<file path="src/rtl/regfile_wb_scheduler_pkg.sv">
// Shared constants for the register-file write-back path.
package regfile_wb_scheduler_pkg;
  localparam int ADDR_W = 5;
  localparam int REG_W  = 32;

  localparam logic [ADDR_W-1:0] ZERO_REG  = '0;
  localparam logic [REG_W-1:0]  ZERO_WORD = '0;

  localparam logic EN  = 1'b1;
  localparam logic DIS = 1'b0;
endpackage

</file>
<file path="src/rtl/regfile_wb_scheduler_rr_arbiter.sv">
// N-wide round-robin arbiter: one-hot grant scanning upward from ptr with wrap,
// pointer moves to the slot after the grantee whenever a grant is issued.
module rr_arbiter #(
  parameter int N = 3,
  localparam int PW = (N > 1) ? $clog2(N) : 1
) (
  input  logic          clk,
  input  logic          rst,
  input  logic [N-1:0]  req,
  output logic [N-1:0]  grant,
  output logic [PW-1:0] grant_idx,
  output logic          grant_any
);
  import regfile_wb_scheduler_pkg::*;

  logic [PW-1:0] ptr_reg;
  logic [PW-1:0] ptr_next;
  logic [PW:0]   cand;

  always_comb begin
    grant     = '0;
    grant_idx = '0;
    grant_any = DIS;
    cand      = '0;
    for (int k = 0; k < N; k++) begin
      cand = {1'b0, ptr_reg} + (PW+1)'(k);
      if (cand >= (PW+1)'(N)) begin
        cand = cand - (PW+1)'(N);
      end
      if (!grant_any && req[cand[PW-1:0]]) begin
        grant_any               = EN;
        grant[cand[PW-1:0]]     = EN;
        grant_idx               = cand[PW-1:0];
      end
    end
  end

  always_comb begin
    ptr_next = ptr_reg;
    if (grant_any) begin
      ptr_next = (grant_idx == PW'(N - 1)) ? '0 : grant_idx + PW'(1);
    end
  end

  always_ff @(posedge clk or negedge rst) begin
    if (!rst) begin
      ptr_reg <= '0;
    end else begin
      ptr_reg <= ptr_next;
    end
  end
endmodule

</file>
<file path="src/rtl/regfile_wb_scheduler.sv">
// Write-back scheduler: arbitrates producers onto the single register-file write
// port through registered outputs and tracks pending destinations for decode.
module regfile_wb_scheduler #(
  parameter int NUM_REQ = 3,
  parameter int REG_W   = 32,
  parameter int ADDR_W  = 5
) (
  input  logic                      clk,
  input  logic                      rst,
  input  logic [NUM_REQ-1:0]        req_valid,
  input  logic [NUM_REQ*ADDR_W-1:0] req_addr,
  input  logic [NUM_REQ*REG_W-1:0]  req_value,
  output logic [NUM_REQ-1:0]        req_ready,
  output logic                      write_enable,
  output logic [ADDR_W-1:0]         write_address,
  output logic [REG_W-1:0]          write_value,
  input  logic                      issue_valid,
  input  logic [ADDR_W-1:0]         issue_rd,
  input  logic [ADDR_W-1:0]         rs1_addr,
  input  logic [ADDR_W-1:0]         rs2_addr,
  output logic                      rs1_busy,
  output logic                      rs2_busy,
  input  logic                      flush
);
  import regfile_wb_scheduler_pkg::*;

  localparam int IDX_W = (NUM_REQ > 1) ? $clog2(NUM_REQ) : 1;
  localparam int NREGS = 1 << ADDR_W;

  logic [NUM_REQ-1:0] grant;
  logic [IDX_W-1:0]   grant_idx;
  logic               grant_any;

  logic [ADDR_W-1:0]  addr_arr [NUM_REQ];
  logic [REG_W-1:0]   value_arr [NUM_REQ];
  logic [ADDR_W-1:0]  sel_addr;
  logic [REG_W-1:0]   sel_value;

  logic               write_enable_reg, write_enable_next;
  logic [ADDR_W-1:0]  write_address_reg, write_address_next;
  logic [REG_W-1:0]   write_value_reg, write_value_next;

  logic [NREGS-1:0]   busy_reg;
  logic [NREGS-1:0]   busy_next;

  rr_arbiter #(.N(NUM_REQ)) u_arb (
    .clk       (clk),
    .rst       (rst),
    .req       (req_valid),
    .grant     (grant),
    .grant_idx (grant_idx),
    .grant_any (grant_any)
  );

  // Grants are suppressed while reset is held so no requester sees a phantom ready.
  assign req_ready = grant & {NUM_REQ{rst}};

  genvar gi;
  generate
    for (gi = 0; gi < NUM_REQ; gi++) begin : g_unpack
      assign addr_arr[gi]  = req_addr[gi*ADDR_W +: ADDR_W];
      assign value_arr[gi] = req_value[gi*REG_W +: REG_W];
    end
  endgenerate

  always_comb begin
    sel_addr  = ZERO_REG;
    sel_value = ZERO_WORD;
    for (int i = 0; i < NUM_REQ; i++) begin
      if (grant[i]) begin
        sel_addr  = addr_arr[i];
        sel_value = value_arr[i];
      end
    end
  end

  always_comb begin
    write_enable_next  = DIS;
    write_address_next = write_address_reg;
    write_value_next   = write_value_reg;
    if (grant_any && (sel_addr != ZERO_REG)) begin
      write_enable_next  = EN;
      write_address_next = sel_addr;
      write_value_next   = sel_value;
    end
  end

  always_ff @(posedge clk or negedge rst) begin
    if (!rst) begin
      write_enable_reg  <= DIS;
      write_address_reg <= ZERO_REG;
      write_value_reg   <= ZERO_WORD;
    end else begin
      write_enable_reg  <= write_enable_next;
      write_address_reg <= write_address_next;
      write_value_reg   <= write_value_next;
    end
  end

  assign write_enable  = write_enable_reg;
  assign write_address = write_address_reg;
  assign write_value   = write_value_reg;

  // Per-register scoreboard: flush beats everything, then a new issue beats the clear.
  generate
    for (gi = 0; gi < NREGS; gi++) begin : g_busy
      if (gi == 0) begin : g_zero
        assign busy_next[gi] = DIS;
      end else begin : g_reg
        logic set_hit;
        logic clr_hit;
        assign set_hit = issue_valid && (issue_rd == ADDR_W'(gi));
        assign clr_hit = write_enable_reg && (write_address_reg == ADDR_W'(gi));
        assign busy_next[gi] = flush   ? DIS :
                               set_hit ? EN  :
                               clr_hit ? DIS : busy_reg[gi];
      end
    end
  endgenerate

  always_ff @(posedge clk or negedge rst) begin
    if (!rst) begin
      busy_reg <= '0;
    end else begin
      busy_reg <= busy_next;
    end
  end

  assign rs1_busy = busy_reg[rs1_addr] & ~(write_enable_reg && (write_address_reg == rs1_addr));
  assign rs2_busy = busy_reg[rs2_addr] & ~(write_enable_reg && (write_address_reg == rs2_addr));
endmodule

</file>
<file path="config.mk">
export PLATFORM = sky130hd
export DESIGN_NAME = regfile_wb_scheduler
export DESIGN_NICKNAME = d
export VERILOG_FILES = /design/src/rtl/regfile_wb_scheduler_pkg.sv /design/src/rtl/regfile_wb_scheduler_rr_arbiter.sv /design/src/rtl/regfile_wb_scheduler.sv
export SDC_FILE = /design/constraint.sdc
export NUM_CORES = 1
export LEC_CHECK = 0
export CAP_MARGIN = 10
export CORE_MARGIN = 5
export CORE_UTILIZATION = 38
export CTS_CLUSTER_SIZE = 40
export DETAILED_ROUTE_END_ITERATION = 8
export PLACE_DENSITY = 0.68
export SLEW_MARGIN = 20
export SYNTH_ARGS = -nofsm -noshare
export SYNTH_HDL_FRONTEND = slang
export SYNTH_SLANG_ARGS = --single-unit
</file>
<file path="constraint.sdc">
create_clock -name clk -period 4.1 [get_ports clk]
set_input_delay 0.82 -clock clk [delete_from_list [all_inputs] [get_ports clk]]
set_output_delay 0.82 -clock clk [all_outputs]
set_load 0.01 [all_outputs]
</file>
Word-level counts from Yosys, hierarchy flattened:

Cells that the tools add are included.

* flip-flop bits (word level): 71
* logic and storage cells: 357
* output and inout port bits: 43
* input port bits: 133

* reduce and logical (&&, ||, !) cells: 104
* $lt $le $gt $ge: 11
* muxes and demuxes: 129
* add/subtract/negate cells: 6
* eq/ne operators: 65
* bitwise operators: 7

Operators with widths (number)
* 5-bit equality test, second input constant: 32
* 1-bit two-way mux: 105
* 32-bit two-way mux: 3
* 3-bit nonzero test: 31
* 5-bit by 4-bit equality test with 1-bit output, second input constant: 16
* 1-bit logical AND: 70
* 5-bit by 3-bit equality test with 1-bit output, second input constant: 8
* 5-bit by 2-bit equality test with 1-bit output, second input constant: 4
* 5-bit two-way mux: 3
* 2-bit two-way mux: 7
* 5-bit by 6-bit less-than comparator with 1-bit output, second input constant: 2
* 1-bit binary-select mux with 5-bit select: 2
* 5-bit by 1-bit equality test with 1-bit output, second input constant: 2
* 5-bit equality test: 2
* 2-bit by 3-bit less-than comparator with 1-bit output, second input constant: 3
* 3-bit two-way mux: 3
* 1-bit binary-select mux with 2-bit select: 3
* 1-bit demux with 2-bit select: 3
* 2-bit by 1-bit >= comparator with 1-bit output, second input constant: 3
* 3-bit by 2-bit >= comparator with 1-bit output, second input constant: 2
* 3-bit OR: 2
* 2-bit subtractor, second input constant: 3
* 5-bit nonzero test: 1
* 2-bit by 1-bit adder with 3-bit output, second input constant: 1
* other kinds (8): 11

Logic depth before layout (Yosys ltp):

* word-level depth: 17
* depth in mapped cells: 14
* gate-level depth less buffers: 10

Cells and area by module:

Synthesis repeated with hierarchy kept, for this count alone.

* cells, all modules: 516
* area, all modules: 4759.6 um^2

By module, submodules not included
* regfile_wb_scheduler: instances 1, area each 4289.1 um^2, cells each 457
* rr_arbiter: instances 1, area each 470.5 um^2, cells each 59

Least setup slack after synthesis:

Ideal clock, no wire load.

* kind: input to output
* from: in rs1_addr[0]
* to: out rs1_busy
* cell stages on the path: 5
* path slack: 0.796 ns
* data arrival time: 2.484 ns
* cell sequence: clkbuf_1 -> mux4_2 -> mux4_2 -> mux2i_1 -> a31oi_1

* cells in the longest elaborated chain, start to end: 4
* elaborated cells between the ends (all ways): 6
* those cells by class: 1 x eq/ne; 2 x mux; 2 x bitwise; 1 x reduce/logical

RTL lines
* start, declared: line regfile_wb_scheduler.sv:19 `input logic [ADDR_W-1:0] rs1_addr,`
* parallel branches: the longest is 3 deep, another holds 1-bit binary-select mux with 5-bit select
* 1-bit bitwise AND *: line regfile_wb_scheduler.sv:129 `assign rs1_busy = busy_reg[rs1_addr] & ~(write_enable_reg && (write_address_reg == rs1_addr));`
* end, declared: line regfile_wb_scheduler.sv:21 `output logic rs1_busy,`

Every way passes the cells marked *. The select of a mux whose other input is x is not followed.

Worst setup path after layout:

Ends and elaborated chain as after synthesis.

==> results.yml <==
detailed_routing:
  detail-route-antenna-nets: 0
  viasPerCell: 5.584
  drt_iter0_markers: 314
  drc_errors: 0
  vias: 4635
  detail_route.wl_per_cell_um: 19.08
  routed_wirelength_um: 15830
  detail_route.first_pass.iterations: 5
critical_path:
  r2r-start: "u_arb.ptr_reg[0]"
  worstSetupStartpointType: "input pin"
  max_stage_delay_ns: 0.50
  crit_path_end_kind: "output port"
  wp_data_arrival_ns: 3.16
  path_cells: "clkdlybuf4s50_1 -> buf_12 -> mux4_2 -> mux4_2 -> mux2i_1 -> a31oi_1 -> clkdlybuf4s50_1"
  critical_path_class: "in2out"
  crit_start: "rs1_addr[0]"
  path_max_fanout: 10
  timing.critical_path.required_ns: 3.28
  slowest_stage: "clkdlybuf4s50_1"
final_layout:
  num-nets-final: 797
  post_route_cells_drive_above_1_share_pct: 13.14
  syn_to_final_growth_pct: 46.02
  final_cell_area_mm2: 0.006900
  antenna-diode-count: 0
  final_core_util_pct: 56.97
  flip_flop_count_of_the_largest_register_all_copies_and_words_added: 32
floorplan:
  core_mm2: 0.01211
  die-area_mm2: 0.01477
  initial_utilization_pct: 39.02
  die_height_um: 121.5
  die_w_um: 121.5
  pin_count: 176
  placement_rows: 40
placement:
  dpl_ws_ns: 0.1058
  globalplace.congestion: 0.9088
  numPortBuffers: 175
  place_area_mm2: 0.006631
  dpl.hpwl_um: 12620
synthesis:
  synth_enable_flop_cells: 0
  async_flop_share_pct: 100.0
  post-synth-top-area-cell: "dfrtp_1"
  synthDistinctLibCells: 51
  synthesis.nets: 638
  ys_seq_area_share_pct: 37.60
  synth_seq_cells: 71
  syn-cell-area_mm2: 0.004726
  netlist.area_leader.share_pct: 37.60
  synth_top_flop_cell: "dfrtp_1"
  synth_top_cells_by_area: "dfrtp_1 (38%), mux4_2 (8.6%), o21ai_0 (7.3%)"
  synthesis.area_per_instance_um2: 9.433
  synth_cells: 501
  yosysWarningCount: 0
global_routing:
  initial_antenna_violation_count: 0
  grt_usage_pct: 21.63
  number_of_global_route_vias_before_repair: 4779
  grt_start_max_net_pins: 59
  overflow: 0
  grt_first_pass_wirelength_um: 25130
cts:
  clk_latency_ns: 0.33
  cts.root.buffer_cell: "clkbuf_16"
  max-clock-path-buffers: 2
  post_cts.resized_instances: 0
  cts_hold_repair.buffers: 0
  post-cts-setup-buffer-count: 0
  worst_setup_hold_path_clk_slew_ns: 0.05
  cts_tree: "done"
  htree_levels: 3
  number_of_buffers_inserted_during_clock_tree_synthesis: 9
  clock_sinks: 71
power_and_ir_drop:
  power.density_mw_per_mm2: 697.6
  leakagePower_nw: 2.781
  ir_drop_mv: 0.3915
job:
  drv.max_cap_violation_count: 0
sta:
  setup_slack_ns: 0.1212
  maxSlewViolCount: 0
  max_freq_mhz: 251.3
  remaining_max_slew_budget_at_the_tightest_pin_pct: 51.67
  hold_ws_ns: 0.3502
  rsz0062_at_grt: "false"
  max_slew.worst_pin.slew_ns: 0.7249
  timing.final.crit_period_ns: 3.979
  period_share_pct: 97.04
  setup-violations-final: 0
  timing_hold_violations_final: 0
  final.setup_skew_ns: 0.004307
  setup_total_negative_slack_ns: 0
hold_path:
  hp_class: "in2async"
outcome:
  run_status: "finished, final reports clean"
[per-layer routing]
| layer | GRT usage (%) | wire (µm) | vias to the layer above | part of all wire [%] |
|---|---|---|---|---|
| li1 | - | - | 2154 | - |
| met1 | 26.96 | 6208 | 2212 | 39 |
| met2 | 35.96 | 7747 | 246 | 49 |
| met3 | 6.667 | 1602 | 23 | 10 |
| met4 | 6.793 | 276 | 0 | 1.7 |
| met5 | 0 | 0 | - | 0 |
[path summary, 6_finish.rpt]
| check | endpoint | slack [ns] | depth (start not counted) |
|---|---|---|---|
| min reg2reg | write_value[24] | 0.51 | 1 |
| min in group clk | write_value[24] | 0.51 | 1 |
| max | rs1_busy | 0.12 | 7 |
| min | write_value[28] | 0.35 | 1 |
| max reg2reg | write_value[31] | 0.50 | 11 |
| max in group asynchronous | busy_reg[17] | 2.78 | 2 |
[final cells by class]
type | instances | area [µm²]
Timing Repair Buffer | 190 | 1884
Clock inverter | 1 | 5.005
Multi-Input combinational cell | 379 | 2724
Fill cell | 1076 | 5211
Clock buffer | 12 | 266.5
Tap cell | 168 | 210.2
Inverter | 9 | 33.78
Sequential cell | 71 | 1777
[per-stage QoR]
stage / std cells / total power [W]
final: 830 / 0.004814
after global routing: 830 / 0.005165
after CTS: 830 / 0.004841
after detailed placement: 817 / 0.004117
after global placement: 817 / 0.004053
after floorplan: 501 / 0.003136
[worst max-delay path: cells and delay by family]
kind	cells	cell delay [ns]
compound gates	1	0.06
buf+inv	3	1.15
mux	3	1.12
[logic make-up (layout without fill, tap and decap cells)]
kind of cell               Yosys count  after routing  synth area share (%)
buffers and inverters               51            212                 4.871
AOI/OAI and AO/OA                  168            168                 21.47
muxes                               60             60                 19.54
adders and majority gates            4              4                 1.059
and+or+nand+nor                    137            137                 13.61
xor gates and xnor gates            10             10                 1.853
DFF                                 71             71                 37.60
[report_power, final]
part,switching [W],internal (W),leakage (nW)
clock,0.000267,0.000447,0.136
sequential,0.000202,0.000924,0.928
combinational,0.00144,0.00153,1.72
total,0.00191,0.00290,2.78
[Yosys cell counts (3+ instances only)]
cell,instances
and3_1,4
a22oi_1,32
nand2_1,76
mux2_4,14
dfrtp_1,71
mux2_2,21
nor2_1,5
o22a_1,4
mux2i_1,6
inv_1,9
mux4_2,18
o21ai_0,69
nand4_1,4
o22ai_1,3
ha_1,4
nor2b_1,11
buf_2,7
nand3_1,16
xor2_1,8
a21oi_1,37
nor4_1,3
clkbuf_1,30
a31oi_1,3
nor3_1,4
nand2b_1,5
and3b_1,3
buf_6,4
[cell usage in the layout (no fill, tap or decap), drive strengths merged, types with 3 or more instances in the layout]
master and instances:
and3 4, a22oi 32, inv 9, ha 4, o21ai 71, and3b 3, a31oi 3, xor2 8
nand2b 5, nand4 4, clkbuf 12, mux2i 6, mux4 18, clkdlybuf4s50 172, dfrtp 71, buf 17
mux2 36, nor4 3, nand3 16, o22ai 3, nor2 5, nor2b 11, a21oi 37, nand2 76
o22a 4, nor3 4
Note: power is estimated with default switching activity, not from simulation.
